`src/rtl/ysyx_25040111_axi_arbiter.sv`:
```
// Two-master single-beat AXI4 arbiter: IFU (read) and LSU (read/write) share one downstream port.
// The grant is locked from the address handshake until the final response, with a sticky watchdog flag.
module ysyx_25040111_axi_arbiter #(
    parameter int TIMEOUT_CYC = 0,
    parameter int TO_W        = 16
) (
    input  logic        clk,
    input  logic        reset,
    // IFU read
    input  logic        ifu_arvalid_i,
    output logic        ifu_arready_o,
    input  logic [31:0] ifu_araddr_i,
    output logic        ifu_rvalid_o,
    input  logic        ifu_rready_i,
    output logic [31:0] ifu_rdata_o,
    output logic [1:0]  ifu_rresp_o,
    // LSU read
    input  logic        lsu_arvalid_i,
    output logic        lsu_arready_o,
    input  logic [31:0] lsu_araddr_i,
    input  logic [2:0]  lsu_arsize_i,
    output logic        lsu_rvalid_o,
    input  logic        lsu_rready_i,
    output logic [31:0] lsu_rdata_o,
    output logic [1:0]  lsu_rresp_o,
    // LSU write
    input  logic        lsu_awvalid_i,
    output logic        lsu_awready_o,
    input  logic [31:0] lsu_awaddr_i,
    input  logic [2:0]  lsu_awsize_i,
    input  logic        lsu_wvalid_i,
    output logic        lsu_wready_o,
    input  logic [31:0] lsu_wdata_i,
    input  logic [3:0]  lsu_wstrb_i,
    input  logic        lsu_wlast_i,
    output logic        lsu_bvalid_o,
    input  logic        lsu_bready_i,
    output logic [1:0]  lsu_bresp_o,
    // Downstream
    output logic        mem_arvalid_o,
    input  logic        mem_arready_i,
    output logic [31:0] mem_araddr_o,
    output logic [2:0]  mem_arsize_o,
    output logic [7:0]  mem_arlen_o,
    output logic [1:0]  mem_arburst_o,
    output logic [3:0]  mem_arid_o,
    input  logic        mem_rvalid_i,
    output logic        mem_rready_o,
    input  logic [31:0] mem_rdata_i,
    input  logic [1:0]  mem_rresp_i,
    output logic        mem_awvalid_o,
    input  logic        mem_awready_i,
    output logic [31:0] mem_awaddr_o,
    output logic [2:0]  mem_awsize_o,
    output logic [7:0]  mem_awlen_o,
    output logic [1:0]  mem_awburst_o,
    output logic [3:0]  mem_awid_o,
    output logic        mem_wvalid_o,
    input  logic        mem_wready_i,
    output logic [31:0] mem_wdata_o,
    output logic [3:0]  mem_wstrb_o,
    output logic        mem_wlast_o,
    input  logic        mem_bvalid_i,
    output logic        mem_bready_o,
    input  logic [1:0]  mem_bresp_i,
    // Status
    output logic        busy_o,
    output logic        timeout_o
);

    localparam logic [1:0] S_IDLE   = 2'd0;
    localparam logic [1:0] S_IFU_RD = 2'd1;
    localparam logic [1:0] S_LSU_RD = 2'd2;
    localparam logic [1:0] S_LSU_WR = 2'd3;

    localparam logic OWNER_IFU = 1'b0;
    localparam logic OWNER_LSU = 1'b1;

    localparam bit              TO_EN   = (TIMEOUT_CYC != 0);
    localparam logic [TO_W-1:0] TO_LAST = TO_W'(TIMEOUT_CYC - 1);

    logic [1:0]      state_q, state_d;
    logic            last_owner_q, last_owner_d;
    logic            ar_done_q, ar_done_d;
    logic            aw_done_q, aw_done_d;
    logic            w_done_q, w_done_d;
    logic [TO_W-1:0] cnt_q, cnt_d;
    logic            timeout_q, timeout_d;

    logic in_ifu_rd, in_lsu_rd, in_lsu_wr;

    assign in_ifu_rd = (state_q == S_IFU_RD);
    assign in_lsu_rd = (state_q == S_LSU_RD);
    assign in_lsu_wr = (state_q == S_LSU_WR);

    // Routing depends only on registered state, so no request can reach a grant combinationally.
    assign mem_arvalid_o = !ar_done_q && ((in_ifu_rd && ifu_arvalid_i) || (in_lsu_rd && lsu_arvalid_i));
    assign ifu_arready_o = in_ifu_rd && !ar_done_q && mem_arready_i;
    assign lsu_arready_o = in_lsu_rd && !ar_done_q && mem_arready_i;
    assign mem_araddr_o  = in_lsu_rd ? lsu_araddr_i : ifu_araddr_i;
    assign mem_arsize_o  = in_lsu_rd ? lsu_arsize_i : 3'b010;
    assign mem_arlen_o   = 8'd0;
    assign mem_arburst_o = 2'b00;
    assign mem_arid_o    = 4'd0;

    assign mem_rready_o  = (in_ifu_rd && ifu_rready_i) || (in_lsu_rd && lsu_rready_i);
    assign ifu_rvalid_o  = in_ifu_rd && mem_rvalid_i;
    assign lsu_rvalid_o  = in_lsu_rd && mem_rvalid_i;
    assign ifu_rdata_o   = mem_rdata_i;
    assign ifu_rresp_o   = mem_rresp_i;
    assign lsu_rdata_o   = mem_rdata_i;
    assign lsu_rresp_o   = mem_rresp_i;

    assign mem_awvalid_o = in_lsu_wr && !aw_done_q && lsu_awvalid_i;
    assign lsu_awready_o = in_lsu_wr && !aw_done_q && mem_awready_i;
    assign mem_awaddr_o  = lsu_awaddr_i;
    assign mem_awsize_o  = lsu_awsize_i;
    assign mem_awlen_o   = 8'd0;
    assign mem_awburst_o = 2'b00;
    assign mem_awid_o    = 4'd0;

    assign mem_wvalid_o  = in_lsu_wr && !w_done_q && lsu_wvalid_i;
    assign lsu_wready_o  = in_lsu_wr && !w_done_q && mem_wready_i;
    assign mem_wdata_o   = lsu_wdata_i;
    assign mem_wstrb_o   = lsu_wstrb_i;
    assign mem_wlast_o   = lsu_wlast_i;

    assign mem_bready_o  = in_lsu_wr && lsu_bready_i;
    assign lsu_bvalid_o  = in_lsu_wr && mem_bvalid_i;
    assign lsu_bresp_o   = mem_bresp_i;

    assign busy_o    = (state_q != S_IDLE);
    assign timeout_o = timeout_q;

    always_comb begin
        // NOTE: every next-state signal gets a default first so no path through the case infers a latch.
        state_d      = state_q;
        last_owner_d = last_owner_q;
        ar_done_d    = ar_done_q;
        aw_done_d    = aw_done_q;
        w_done_d     = w_done_q;
        cnt_d        = cnt_q;
        timeout_d    = timeout_q;

        case (state_q)
            S_IDLE: begin
                ar_done_d = 1'b0;
                aw_done_d = 1'b0;
                w_done_d  = 1'b0;
                cnt_d     = '0;
                if ((lsu_awvalid_i || lsu_arvalid_i) && (!ifu_arvalid_i || last_owner_q == OWNER_IFU)) begin
                    state_d = lsu_awvalid_i ? S_LSU_WR : S_LSU_RD;
                end else if (ifu_arvalid_i) begin
                    state_d = S_IFU_RD;
                end
            end
            S_IFU_RD, S_LSU_RD: begin
                if (mem_arvalid_o && mem_arready_i) ar_done_d = 1'b1;
                if (mem_rvalid_i && mem_rready_o) begin
                    state_d      = S_IDLE;
                    last_owner_d = in_lsu_rd ? OWNER_LSU : OWNER_IFU;
                end
            end
            default: begin
                if (mem_awvalid_o && mem_awready_i) aw_done_d = 1'b1;
                if (mem_wvalid_o && mem_wready_i)   w_done_d  = 1'b1;
                if (mem_bvalid_i && mem_bready_o) begin
                    state_d      = S_IDLE;
                    last_owner_d = OWNER_LSU;
                end
            end
        endcase

        if (state_q != S_IDLE) begin
            if (cnt_q != '1) cnt_d = cnt_q + TO_W'(1);
            if (TO_EN && cnt_q >= TO_LAST) timeout_d = 1'b1;
        end
    end

    always_ff @(posedge clk or posedge reset) begin
        // NOTE: sequential state is updated with non-blocking assignments so all registers sample together.
        if (reset) begin
            state_q      <= S_IDLE;
            last_owner_q <= OWNER_IFU;
            ar_done_q    <= 1'b0;
            aw_done_q    <= 1'b0;
            w_done_q     <= 1'b0;
            cnt_q        <= '0;
            timeout_q    <= 1'b0;
        end else begin
            state_q      <= state_d;
            last_owner_q <= last_owner_d;
            ar_done_q    <= ar_done_d;
            aw_done_q    <= aw_done_d;
            w_done_q     <= w_done_d;
            cnt_q        <= cnt_d;
            timeout_q    <= timeout_d;
        end
    end

endmodule

```
`config.mk`:
```
export PLATFORM = sky130hd
export DESIGN_NAME = ysyx_25040111_axi_arbiter
export DESIGN_NICKNAME = d
export VERILOG_FILES = /design/src/rtl/ysyx_25040111_axi_arbiter.sv
export SDC_FILE = /design/constraint.sdc
export NUM_CORES = 1
export LEC_CHECK = 0
export CAP_MARGIN = 40
export CORE_AREA = 3 3 157 159
export CTS_CLUSTER_DIAMETER = 100
export DETAILED_ROUTE_END_ITERATION = 10
export DIE_AREA = 0 0 160 162
export PLACE_DENSITY = 0.46
export SYNTH_ARGS = -nofsm -noshare
export SYNTH_HDL_FRONTEND = slang
export SYNTH_SLANG_ARGS = --single-unit
```
`constraint.sdc`:
```
create_clock -name clk -period 2.3 [get_ports clk]
set_input_delay 0.575 -clock clk [delete_from_list [all_inputs] [get_ports clk]]
set_output_delay 0.575 -clock clk [all_outputs]
set_load 0.02 [all_outputs]
```
==> impl_metrics.yaml, run 1 <==
synth:
  synth_edf_count: 0
  yosys_warnings: 0
  synthFlopType: "dfrtp_1"
  netlist_instances: 264
  syn_avg_cell_area_um2: 8.18
  ys_ff_latch: 6
  ys_types: 24
  synth_area_um2: 2160
  async_flop_share: 1.00
  seq_area_frac_synth: 0.0695
clock_tree:
  clkTransAtPathRegs_ns: 0.03
  cts_max_level: 1
  tritoncts: "yes"
  cts_buffers: 3
  cts_sinks: 6
  cts_hold_buf: 0
  cts_root_buf: "clkbuf_16"
  clock_path_buffers: 2
  clk_latency_ns: 0.23
global_route:
  grt_usage: 0.0599
  grt_max_degree: 11
  grt-ovfl-total: 0
  grt_pass1_vias: 1613
  antenna_found_initial: 0
  grt_first_pass_wirelength_mm: 11.3
worst_setup_path:
  startpoint_type: "register"
  worstPathArrival_ns: 1.68
  worst_setup_path_end_kind: "primary output"
  worst-path-max-fanout: 9
  crit_type: "reg -> out"
  critical_path_required_ns: 1.73
timing:
  max_clock_freq_ghz: 0.444
  setup_tns_ns: 0
  post-route-period-util: 0.979
  hold_viol_final: 0
  rsz0062_at_grt: "true"
  finalSetupViolations: 0
  skew_ns: 0.00281
  worst_slack_ns: 0.0482
  finalCriticalPeriod_ns: 2.25
  slew_violations: 0
routing:
  first_iter_violations: 27
  wl_mm: 8.64
  drc: 0
  vias: 1530
  vias_per_cell: 2.59
  firstDrtPassIters: 2
  drtAntennaViolNets: 0
  wl_per_cell_um: 14.6
placed_design:
  dp_worst_setup_slack_ns: -0.251
  dp.cells: 579
  post_dp_cell_area_um2: 2750
  gp_congestion: 0.669
  dp_hpwl_mm: 6.52
  port_buffers: 128
finish:
  drive_above_1_share: 0.362
  final_cell_mix: "80 x clkdlybuf4s50_1, 31 x mux2_2, 29 x conb_1"
  final_area_um2: 2900
  fin_cells: 590
  area_delta_synth_final_pct: 34.0
  final_common_cell: "clkdlybuf4s50_1"
  diodes: 0
  final_nets: 466
outcome:
  status: "finished clean"
worst_hold_path:
  hold_path.class: "reg -> reg"
die:
  die_w_um: 160
  pin_count: 408
  die-area_um2: 25900
  initial_core_util: 0.0923
  die_h_um: 162
  num_rows: 56
  fp.coreArea_um2: 23400
pwr:
  p_per_area_nw_per_um2: 909
  vdd_drop_max_v: 0.000314
  leakagePower_nw: 1.23
flow_run:
  cap_violations: 0
==> cells in the mapped netlist (2+ instances only) <==
cell / n / share of area
mux2_2: 32 / 0.17
and2_1: 6 / 0.017
nand3b_1: 2 / 0.0069
a21oi_1: 2 / 0.0046
nand2b_1: 2 / 0.0058
and3b_1: 6 / 0.024
a31oi_1: 3 / 0.0087
inv_1: 7 / 0.012
buf_4: 174 / 0.60
nor2_1: 8 / 0.014
dfrtp_1: 6 / 0.069
ha_1: 4 / 0.023
==> worst paths after layout <==
kind	slack, ns	depth (start not counted)	from	endpoint
worst max-delay path	0.05	6	state_q[0]$_DFFE_PP0P_	mem_araddr_o[7]
worst min-delay path	0.50	1	last_owner_q$_DFFE_PP0P_	last_owner_q$_DFFE_PP0P_
worst max register to register	0.38	10	state_q[0]$_DFFE_PP0P_	state_q[1]$_DFFE_PP0P_
worst min register to register	0.50	1	last_owner_q$_DFFE_PP0P_	last_owner_q$_DFFE_PP0P_
max in group asynchronous	1.49	2	reset	ar_done_q$_DFFE_PP0P_
min in group asynchronous	0.59	2	reset	w_done_q$_DFFE_PP0P_
==> cell type report <==
type / instances / area (µm²)
clock buffer: 3 / 75.1
fill: 2723 / 20500
inverter: 7 / 26.3
multi-input combinational: 104 / 795
sequential: 6 / 150
tap: 319 / 399
timing repair buffer: 151 / 1450
==> sequential cells by signal, indices dropped and copies added, names as in the netlist <==
| register | count |
|---|---|
| state_q | 2 |
| aw_done_q | 1 |
| ar_done_q | 1 |
| w_done_q | 1 |
| last_owner_q | 1 |
==> stage by stage <==
stage               hold WS (ns)  total power (W)  utilization
CTS                        0.514          0.00261        0.123
detailed placement         0.503          0.00213        0.118
global placement           0.499          0.00213        0.118
finish                     0.503          0.00263        0.124
floorplan                  0.366          0.00161            -
global route               0.534          0.00283        0.124
==> routing by layer <==
| layer | up-vias | GRT usage | part of all wire |
|---|---|---|---|
| met5 | - | 0 | 0 |
| met4 | 0 | 0.0367 | 0.065 |
| met3 | 64 | 0.0441 | 0.16 |
| met2 | 153 | 0.0962 | 0.46 |
| met1 | 646 | 0.0546 | 0.31 |
| li1 | 667 | - | - |
==> where the power goes <==
group / switching (W) / total, W / internal [W]
sequential: 0.0000352 / 0.000190 / 0.000155
clock: 0.0000548 / 0.000278 / 0.000223
combinational: 0.00108 / 0.00216 / 0.00109
==> kinds of logic (layout without fill, tap and decap cells) <==
kind of cell    count (synthesis)  after routing  synth area share
buf+inv                       182            161             0.619
mux                            32             32             0.167
flops                           6              6            0.0695
compound gates                 13             13            0.0469
simple gates                   26             26            0.0730
other cells                     1             29           0.00174
fa+ha+maj                       4              4            0.0232
==> worst max-delay path, stage by stage, from the launching register on <==
cell	delay, ns
dfrtp_1	0.37
inv_2	0.08
ha_4	0.21
buf_12	0.15
buf_16	0.14
mux2_2	0.33
buf_2	0.16
==> timing repair <==
action | 4_1_cts | 5_1_grt
gates cloned | 3 | 1
gates resized for setup | 120 | 22
setup endpoints to repair | 43 | 26
setup buffers | 2 | 3
pin swaps | 1 | 0
(Power assumes the default switching activity.)
==> run 2: changes to the inputs <==
--- a/config.mk
+++ b/config.mk
@@ -8,9 +8,11 @@
 export CAP_MARGIN = 40
 export CORE_AREA = 3 3 157 159
 export CTS_CLUSTER_DIAMETER = 100
+export CTS_CLUSTER_SIZE = 16
 export DETAILED_ROUTE_END_ITERATION = 10
 export DIE_AREA = 0 0 160 162
 export PLACE_DENSITY = 0.46
+export SLEW_MARGIN = 20
 export SYNTH_ARGS = -nofsm -noshare
 export SYNTH_HDL_FRONTEND = slang
 export SYNTH_SLANG_ARGS = --single-unit
==> results of run 2 <==
The final DEF is identical to that of run 1; final timing and power are the same.
==> run 3: changes to the inputs <==
--- a/config.mk
+++ b/config.mk
@@ -7,7 +7,7 @@
 export LEC_CHECK = 0
 export CAP_MARGIN = 40
 export CORE_AREA = 3 3 157 159
-export CTS_CLUSTER_DIAMETER = 100
+export CTS_CLUSTER_DIAMETER = 120
 export CTS_CLUSTER_SIZE = 16
 export DETAILED_ROUTE_END_ITERATION = 10
 export DIE_AREA = 0 0 160 162
==> results of run 3 <==
The final DEF is identical to that of run 1; final timing and power are the same.
